<file path="src/rtl/acumulador_suma.sv">
// acumulador_suma
// Streaming accumulator: sums blocks of up to K unsigned N-bit operands into a
// W = N + clog2(K) bit total, so a full block of all-ones operands cannot wrap.
// Each completed total is held on a registered output until downstream takes it.
//
// Ports
//   clk        rising-edge clock
//   rst        synchronous reset, active-high
//   in_valid   operand present on dato
//   in_ready   block can accept an operand this cycle
//   dato       N-bit unsigned operand
//   in_last    closes the block early when sampled with an accepted operand
//   out_valid  resultado/n_datos hold a completed block
//   out_ready  downstream consumes the result this cycle
//   resultado  W-bit sum of the block
//   n_datos    operands in the block (1..K)
//
// state  | meaning
// ACUM   | accepting operands, accumulating the open block
// SALIDA | result presented, waiting for out_ready; input stalled

module acumulador_suma #(
    parameter int N = 5,
    parameter int K = 4
) (
    input  logic                       clk,
    input  logic                       rst,
    input  logic                       in_valid,
    output logic                       in_ready,
    input  logic [N-1:0]               dato,
    input  logic                       in_last,
    output logic                       out_valid,
    input  logic                       out_ready,
    output logic [N+$clog2(K)-1:0]     resultado,
    output logic [$clog2(K+1)-1:0]     n_datos
);

    localparam int W  = N + $clog2(K);
    localparam int CW = $clog2(K + 1);
    localparam logic [CW-1:0] CNT_ULT = CW'(K - 1);

    typedef enum logic {
        ACUM   = 1'b0,
        SALIDA = 1'b1
    } estado_t;

    estado_t         estado;
    logic [W-1:0]    acc;
    logic [CW-1:0]   cnt;
    logic [W-1:0]    suma;
    logic [CW-1:0]   cnt_inc;

    // Handshake flags come from the state register only, so there is no
    // combinational path from in_valid or out_ready.
    assign in_ready  = (estado == ACUM);
    assign out_valid = (estado == SALIDA);

    assign suma    = acc + {{(W-N){1'b0}}, dato};
    assign cnt_inc = cnt + CW'(1);

    always_ff @(posedge clk) begin
        if (rst) begin
            estado    <= ACUM;
            acc       <= '0;
            cnt       <= '0;
            resultado <= '0;
            n_datos   <= '0;
        end else begin
            case (estado)
                ACUM: begin
                    if (in_valid) begin
                        acc <= suma;
                        cnt <= cnt_inc;
                        // K-th beat closes the block exactly once, with or without in_last.
                        if (cnt == CNT_ULT || in_last) begin
                            resultado <= suma;
                            n_datos   <= cnt_inc;
                            estado    <= SALIDA;
                        end
                    end
                end
                SALIDA: begin
                    if (out_ready) begin
                        acc    <= '0;
                        cnt    <= '0;
                        estado <= ACUM;
                    end
                end
                default: estado <= ACUM;
            endcase
        end
    end

endmodule

</file>
<file path="config.mk">
export PLATFORM = sky130hd
export DESIGN_NAME = acumulador_suma
export DESIGN_NICKNAME = d
export VERILOG_FILES = /design/src/rtl/acumulador_suma.sv
export SDC_FILE = /design/constraint.sdc
export NUM_CORES = 1
export LEC_CHECK = 0
export BUFFER_PORTS_ARGS = -buffer_cell sky130_fd_sc_hd__buf_4
export CORE_ASPECT_RATIO = 1.1
export CORE_UTILIZATION = 30
export CTS_CLUSTER_SIZE = 28
export DETAILED_ROUTE_END_ITERATION = 10
export GPL_ROUTABILITY_DRIVEN = 0
export PLACE_DENSITY_LB_ADDON = 0.3
export SYNTH_ARGS = -nofsm -noshare
export SYNTH_HDL_FRONTEND = slang
export SYNTH_SLANG_ARGS = --single-unit
</file>
<file path="constraint.sdc">
create_clock -name clk -period 2.05 [get_ports clk]
set_input_delay 0.205 -clock clk [delete_from_list [all_inputs] [get_ports clk]]
set_output_delay 0.205 -clock clk [all_outputs]
set_load 0.005 [all_outputs]
</file>
# Word level (Yosys, flattened, before mapping)
# Index checks and enable logic that the tools add are counted.
dict set report word_totals {
  wordCells 24
  inputBits 10
  regBits 21
}
dict set report op_classes {
  n_addsub 2
  bitwise_logic 1
  n_reduce_logical 3
  muxes 10
  n_eq_ne 3
}
# operator count
set op_table {}
lappend op_table {{2-to-1 mux 7 bit} 2}
lappend op_table {{case mux 7 bit (2 select lines)} 1}
lappend op_table {{adder 7 x 5 -> 7 bit} 1}
lappend op_table {{2-to-1 mux 3 bit} 2}
lappend op_table {{case mux 3 bit (2 select lines)} 1}
lappend op_table {{!= test 2 bit (second input constant)} 2}
lappend op_table {{adder 3 x 1 -> 3 bit (second input constant)} 1}
lappend op_table {{== test 3 x 2 -> 1 bit (second input constant)} 1}
lappend op_table {{2-to-1 mux 1 bit} 3}
lappend op_table {{AND reduction 3 bit} 1}
lappend op_table {{case mux 1 bit (2 select lines)} 1}
lappend op_table {{AND reduction 2 bit} 1}
lappend op_table {{logical OR 1 bit} 1}
lappend op_table {{NOT 1 bit} 1}

# Longest topological paths before layout
# Gate-level depths: netlist of run 1.
dict set report depth {
  depth_word 5
  mapped_depth 7
  ltp_nobuf 6
}

# Least setup slack after synthesis of run 1
# OpenSTA, ideal clock, no wires.
dict set report synth_path {
  path_kind {register to register}
  startpoint {register acc[0]}
  endpoint {register acc[6]}
  path_slack_ns 0.221
  setup_ns 0.122
  t_required_ns 1.928
  path_buffers 0
  period_less_slack_ns 1.829
  path_stages_with_launch 6
  arrival_ns 1.707
  cell_sequence {dfxtp_1 > ha_1 > fa_1 > a21o_1 > a221o_1 > a221o_1}
}
dict set report synth_via {
  elab_chain_len 3
}
# item line_no
set synth_rtl {}
lappend synth_rtl {{start: declaration} 48} ;# logic [W-1:0] acc;
lappend synth_rtl {{start signal: assignment} 72} ;# acc <= suma;
lappend synth_rtl {{adder 7 x 5 -> 7 bit} 58} ;# assign suma = acc + {{(W-N){1'b0}}, dato};
lappend synth_rtl {{2-to-1 mux 7 bit} 71} ;# if (in_valid) begin
lappend synth_rtl {{case mux 7 bit (2 select lines)} 69} ;# case (estado)
# No other way between the ends. The select of a mux whose other input is x is not followed.
# A chain may end at the register's enable or synchronous reset.

# Final worst setup path of run 1
dict set report layout_path {
  startpoint {register acc[0]}
  endpoint {register resultado[6]}
}
dict set report layout_via {
  elab_chain_len 1
}
# item line_no
set layout_rtl {}
lappend layout_rtl {{adder 7 x 5 -> 7 bit} 58}
lappend layout_rtl {{end signal: assignment} 76} ;# resultado <= suma;
lappend layout_rtl {{end: declaration} 34} ;# output logic [N+$clog2(K)-1:0] resultado,
# No other way between the ends.

==> results of run 1 <==
[sequential cells by signal, indices dropped and copies added (netlist names)]
signal     count
acc            7
resultado      7
cnt            3
n_datos        3
out_valid      1
[worst min path at each step]
stage | start | end | slack (ns)
floorplan | out_ready | out_valid$_SDFF_PP0_ | 0.38
finish | out_ready | out_valid$_SDFF_PP0_ | 0.16
CTS | out_ready | out_valid$_SDFF_PP0_ | 0.16
detailed placement | resultado[1]$_SDFFE_PP0P_ | resultado[1]$_SDFFE_PP0P_ | 0.45
global route | out_ready | out_valid$_SDFF_PP0_ | 0.16
global placement | n_datos[1]$_SDFFE_PP0P_ | n_datos[1]$_SDFFE_PP0P_ | 0.45
[placed cells by master (no fill, tap or decap)]
cell type,n
buf_4,22
dfxtp_1,21
nor2_1,16
a21oi_1,9
nand2_1,9
ha_1,7
nand3b_1,4
a211oi_1,4
a22oi_1,3
nand3_1,3
clkbuf_4,3
inv_1,2
nand2b_1,2
nand4b_1,2
o311ai_0,2
nor2b_1,2
nor3_1,2
o41ai_1,2
and3_1,2
a221o_1,2
xnor2_1,2
nor2b_2,1
o21ai_4,1
a21o_1,1
or2_2,1
nor2_2,1
o21a_1,1
or2b_1,1
a21oi_2,1
nor3b_1,1
or4b_1,1
o211ai_1,1
or2b_2,1
or4_1,1
o2111ai_1,1
o21ai_0,1
or3_1,1
a31oi_1,1
fa_1,1
clkinv_2,1
[per-stage QoR]
stage / worst slack, ns / hold WS (ns) / cell area [um^2] / cells
4_1_cts: 0.124 / 0.156 / 1300 / 188
2_1_floorplan: 0.221 / 0.380 / 1080 / 121
3_5_place_dp: 0.109 / 0.454 / 1270 / 184
5_1_grt: 0.0411 / 0.161 / 1300 / 188
3_3_place_gp: 0.136 / 0.448 / 1270 / 184
6_report: 0.122 / 0.161 / 1300 / 188
[cell families (layout without fill, tap and decap cells)]
group                      Yosys count  after routing  synth area share, %
buffers and inverters                9             28                 4.27
DFF                                 21             21                 38.8
adders and majority gates            8              8                 9.92
and+or+nand+nor                     51             51                 25.1
AOI/OAI and AO/OA                   30             30                 20.3
xor gates and xnor gates             2              2                 1.62
[Yosys cell counts (all sizes together) (2+ instances only)]
library cell / n
o311ai: 2
or2b: 2
inv: 2
ha: 7
xnor2: 2
nand4b: 2
dfxtp: 21
nor2b: 3
nand2b: 2
o21ai: 2
nor2: 17
clkbuf: 3
a211oi: 4
nand2: 9
o41ai: 2
buf: 4
a22oi: 3
nor3: 2
a221o: 2
nand3b: 4
nand3: 3
and3: 2
a21oi: 10
[metal layers]
layer	routed length [um]	track usage (%)	vias to the layer above
met3	101	1.40	2
met2	1110	22.5	20
met4	29	6.25	0
met5	0	0	-
met1	1070	16.1	428
li1	-	-	480
[power breakdown]
| part | internal (W) | switching (W) |
|---|---|---|
| clock network | 0.0000728 | 0.000136 |
| registers | 0.000439 | 0.0000209 |
| logic | 0.0000915 | 0.000103 |
[layout make-up]
type                       count  area [um^2]
clock inverter                 1         5.00
timing repair buffer          22          165
clock buffer                   3         22.5
fill                         359         2090
tap                           48         60.1
sequential                    21          420
multi-input combinational     91          618
inverter                       2         7.51
[critical path: stages, from the launching register on]
cell,delay [ns]
dfxtp_1,0.34
ha_1,0.21
fa_1,0.40
a21o_1,0.21
a221o_1,0.34
xnor2_1,0.14
a211oi_1,0.22
==> results.py, run 1 <==
metrics = {
    "yosys": {
        "synth_area_leader_cell": "dfxtp_1",
        "yosysWarnings": 0,
        "seq_area_frac_synth_pct": 38.8,
        "synth_flop_cell": "dfxtp_1",
        "synthArstFlopShare_pct": 0,
        "postSynthCellCount": 121,
        "syn-cell-area_um2": 1080,
        "ys_types": 41,
        "synth-edff-count": 0,
        "ys_top_cells_by_area": "dfxtp_1 39%, ha_1 8.1%, nor2_1 5.5%",
        "syn-num-nets": 139,
        "synth_top_area_share_pct": 38.8,
        "synth_seq_cells": 21,
        "syn_avg_cell_area_um2": 8.97,
    },
    "worst_setup_path": {
        "crit_required_ns": 2.28,
        "rr_worst_depth": 6,
        "arrival_ns": 2.16,
        "r2r-start": "acc[0]$_SDFFE_PP0P_",
        "crit_path_end": "resultado[6]$_SDFFE_PP0P_",
        "startpoint_type": "flop",
        "r2r_slack_ns": 0.12,
        "r2r_end": "resultado[6]$_SDFFE_PP0P_",
        "crit_type": "flop to flop",
        "cp_max_fo": 3,
        "cp-end-kind": "flop",
        "cp-startpoint": "acc[0]$_SDFFE_PP0P_",
    },
    "placed_design": {
        "place_hpwl_um": 1690,
        "port_buffers": 21,
    },
    "min_path": {
        "hp-class": "input port to flop",
        "hold_depth": 3,
    },
    "floorplanning": {
        "dieHeight_um": 65.1,
        "ioPinCount": 22,
        "die-area_um2": 3860,
        "rows": 22,
        "die_w_um": 59.3,
        "start_util_pct": 32.0,
        "core_um2": 3390,
    },
    "cts": {
        "ctsHoldBuffers": 0,
        "clock-sinks": 21,
        "htreeDepth": 1,
        "root_buffer": "clkbuf_4",
        "worstSkewPairLatency_ns": 0.31,
        "cts_resized": 0,
        "path_clk_slew_ns": 0.13,
        "cts_buffer_depth": 2,
        "numCtsBuffers": 3,
        "post_cts_buffers": 0,
        "cts_tree": "built",
    },
    "drt": {
        "wl_per_cell_um": 12.3,
        "drtPass1Iterations": 4,
        "drc_errors": 0,
        "drt_iter0_markers": 9,
        "finalWirelength_um": 2320,
        "postRouteAntennaNets": 0,
        "via_count": 930,
        "viasPerCell": 4.95,
    },
    "timing": {
        "setup_violations": 0,
        "worst_pin_slew_ns": 0.552,
        "final_hold_viol_count": 0,
        "skew_ns": 0.00261,
        "timing.fmax_ghz": 0.519,
        "slew_headroom_pct": 63.1,
        "rsz0062_at_grt": "no",
        "fin_crit_sh_pct": 94.1,
        "fin_tns_setup_ns": 0,
        "layout_min_cycle_time_ns": 1.93,
        "timing.final.max_slew_violations": 0,
    },
    "global_routing": {
        "overflow": 0,
        "grt_max_degree": 31,
        "grt_pass1_wl_um": 3840,
        "grtUsageTotal_pct": 13.1,
        "grt_pass1_vias": 856,
        "antenna_found_initial": 0,
    },
    "pwr": {
        "p_total_w": 0.000863,
        "power_density_nw_per_um2": 664,
        "leakage_nw": 0.515,
        "irDropWorstVdd_mv": 0.204,
    },
    "run": {
        "max_cap_violations": 0,
    },
    "final_layout": {
        "n_antenna_cell": 0,
        "nNetsFinal": 159,
        "syn2layout_area_growth_pct": 19.7,
        "final_util_pct": 38.4,
        "drive_gt1_share_pct": 22.9,
    },
    "outcome": {
        "outcome": "complete, no violations",
    },
}
Note: power is estimated with default switching activity, not from simulation.
==> inputs of run 2 (changes only) <==
--- a/config.mk
+++ b/config.mk
@@ -7,11 +7,12 @@
 export LEC_CHECK = 0
 export BUFFER_PORTS_ARGS = -buffer_cell sky130_fd_sc_hd__buf_4
 export CORE_ASPECT_RATIO = 1.1
-export CORE_UTILIZATION = 30
+export CORE_UTILIZATION = 53
 export CTS_CLUSTER_SIZE = 28
 export DETAILED_ROUTE_END_ITERATION = 10
 export GPL_ROUTABILITY_DRIVEN = 0
 export PLACE_DENSITY_LB_ADDON = 0.3
+export RECOVER_POWER = 100
 export SYNTH_ARGS = -nofsm -noshare
 export SYNTH_HDL_FRONTEND = slang
 export SYNTH_SLANG_ARGS = --single-unit
==> run 2 against run 1 <==
Combinational power barely moved; sequential share of layout area increased by 1.0 points; global-route usage is 10 points higher; clock skew down 0.00062 ns; first-iteration DRC count grew 130%; worst hold slack worse by 0.016 ns; critical path depth shrank 1; wire length fell by 0.99%; critical path type unchanged; critical endpoint is now acc[6]$_SDFFE_PP0P_; largest cell class unchanged; highest routed layer unchanged.
==> results.py, run 2 (synthesis gave the netlist of run 1 again) <==
metrics = {
    "outcome": {
        "outcome": "complete, no violations",
    },
    "drt": {
        "drt_iter0_markers": 21,
        "finalWirelength_um": 2300,
        "wl_per_cell_um": 13.7,
        "via_count": 933,
        "drtPass1Iterations": 4,
        "drc_errors": 0,
        "viasPerCell": 5.55,
        "postRouteAntennaNets": 0,
    },
    "worst_setup_path": {
        "r2r_end": "acc[6]$_SDFFE_PP0P_",
        "cpPeakStageDelay_ns": 0.41,
        "path_depth": 5,
        "startpoint_type": "flop",
        "crit_type": "flop to flop",
        "r2r-start": "acc[0]$_SDFFE_PP0P_",
        "rr_worst_depth": 5,
        "crit_buf_inv": 0,
        "cp_cell_sequence": "ha_1 > fa_1 > a21o_1 > a221o_1 > a221o_1",
        "cp_max_fo": 3,
        "crit_required_ns": 2.26,
        "slowest_stage": "fa_1",
        "critPathMostFrequentCell": "a221o_1",
        "path_delay_family": "compound AO/OA/AOI/OAI gates",
        "arrival_ns": 2.15,
        "cp-end-kind": "flop",
        "r2r_slack_ns": 0.11,
    },
    "run": {
        "max_cap_violations": 0,
    },
    "global_routing": {
        "use_met3_pct": 6.23,
        "antenna_found_initial": 0,
        "overflow": 0,
        "grt_max_degree": 31,
        "grtUsageTotal_pct": 23.4,
        "gr-usage-met1_pct": 26.6,
        "grt_pass1_vias": 944,
        "grt-busiest-layer": "met2",
        "met2_usage_pct": 37.9,
        "grt_pass1_wl_um": 3820,
    },
    "cts": {
        "post_cts_buffers": 0,
        "ctsHoldBuffers": 0,
        "root_buffer": "clkbuf_4",
        "cts_tree": "built",
        "worstSkewPairLatency_ns": 0.31,
        "path_clk_slew_ns": 0.12,
        "clock-sinks": 21,
        "numCtsBuffers": 3,
        "cts_buffer_depth": 2,
        "cts_resized": 0,
        "htreeDepth": 1,
    },
    "pwr": {
        "irDropWorstVdd_mv": 0.381,
        "power_switching_w": 0.000260,
        "pwr-share-comb_pct": 22.3,
        "p_int_w": 0.000601,
        "switching_share_pct": 30.2,
        "power_density_nw_per_um2": 684,
        "leakage_nw": 0.508,
        "pwr-share-clk_pct": 24.3,
        "p_seq_share_pct": 53.4,
    },
    "min_path": {
        "hp-class": "input port to flop",
        "hold_depth": 3,
        "hp-start": "out_ready",
        "worstHoldEndpoint": "out_valid$_SDFF_PP0_",
    },
    "timing": {
        "worst_pin_slew_ns": 0.853,
        "holdWs_ns": 0.145,
        "skew_ns": 0.00199,
        "fin_tns_setup_ns": 0,
        "layout_min_cycle_time_ns": 1.94,
        "slew_headroom_pct": 43.1,
        "timing.fmax_ghz": 0.516,
        "fin_crit_sh_pct": 94.5,
        "rsz0062_at_grt": "no",
        "final_hold_viol_count": 0,
        "timing.final.max_slew_violations": 0,
        "setup_violations": 0,
    },
    "final_layout": {
        "syn2layout_area_growth_pct": 16.0,
        "n_antenna_cell": 0,
        "final_common_cell": "dfxtp_1",
        "nNetsFinal": 160,
        "layout_common_cells": "21 x dfxtp_1, 16 x nor2_1, 15 x clkbuf_4, 10 x a21oi_1, 10 x buf_4",
        "top_regs": "acc x7, resultado x7",
        "n_fill_cell": 164,
        "final_util_pct": 68.3,
        "drive_gt1_share_pct": 20.6,
    },
    "floorplanning": {
        "die_w_um": 45.1,
        "rows": 16,
        "die-area_um2": 2230,
        "start_util_pct": 58.9,
        "core_um2": 1840,
        "ioPinCount": 22,
        "dieHeight_um": 49.5,
    },
    "placed_design": {
        "place_hpwl_um": 1610,
        "port_buffers": 21,
    },
}
## run 2: worst max-delay path by stage
stage                                end  slack (ns)                start
2_1_floorplan        acc[6]$_SDFFE_PP0P_        0.22  acc[0]$_SDFFE_PP0P_
3_3_place_gp         acc[6]$_SDFFE_PP0P_        0.15              dato[0]
3_5_place_dp         acc[6]$_SDFFE_PP0P_        0.11              dato[0]
4_1_cts              acc[6]$_SDFFE_PP0P_        0.12  acc[0]$_SDFFE_PP0P_
5_1_grt        resultado[6]$_SDFFE_PP0P_        0.01  acc[0]$_SDFFE_PP0P_
6_report             acc[6]$_SDFFE_PP0P_        0.11  acc[0]$_SDFFE_PP0P_
## run 2: worst register-to-register path, stage by stage, from the launching register on
cell     delay (ns)
dfxtp_1        0.34
ha_1           0.20
fa_1           0.41
a21o_1         0.21
a221o_1        0.34
a221o_1        0.34
## run 2: layout make-up
type                       instances  area [um^2]  share of cell area, %
sequential                        21          420                   33.4
tap                               27         33.8                   2.68
multi-input combinational         91          601                   47.7
timing repair buffer              23          169                   13.4
clock inverter                     1         5.00                  0.398
inverter                           2         7.51                  0.596
clock buffer                       3         22.5                   1.79
## run 2: layer usage
| metal | vias up | share of wire [%] |
|---|---|---|
| li1 | 477 | - |
| met3 | 4 | 2.9 |
| met4 | 0 | 1.7 |
| met1 | 431 | 46 |
| met5 | - | 0 |
| met2 | 21 | 49 |
## run 2: per-stage QoR
stage	instances	cell area, um^2	power, W	worst slack (ns)
3_3_place_gp	164	1250	0.000657	0.146
6_report	168	1260	0.000861	0.113
3_5_place_dp	164	1250	0.000667	0.107
4_1_cts	168	1280	0.000871	0.117
2_1_floorplan	121	1080	0.000597	0.221
5_1_grt	168	1260	0.000905	0.0118
## run 2: power by group through the flow
stage | registers, W | clock network, W | logic, W
3_5_place_dp | 0.000469 | 0 | 0.000198
5_1_grt | 0.000464 | 0.000228 | 0.000213
3_3_place_gp | 0.000467 | 0 | 0.000190
2_1_floorplan | 0.000465 | 0 | 0.000132
6_report | 0.000459 | 0.000209 | 0.000192
4_1_cts | 0.000460 | 0.000212 | 0.000199
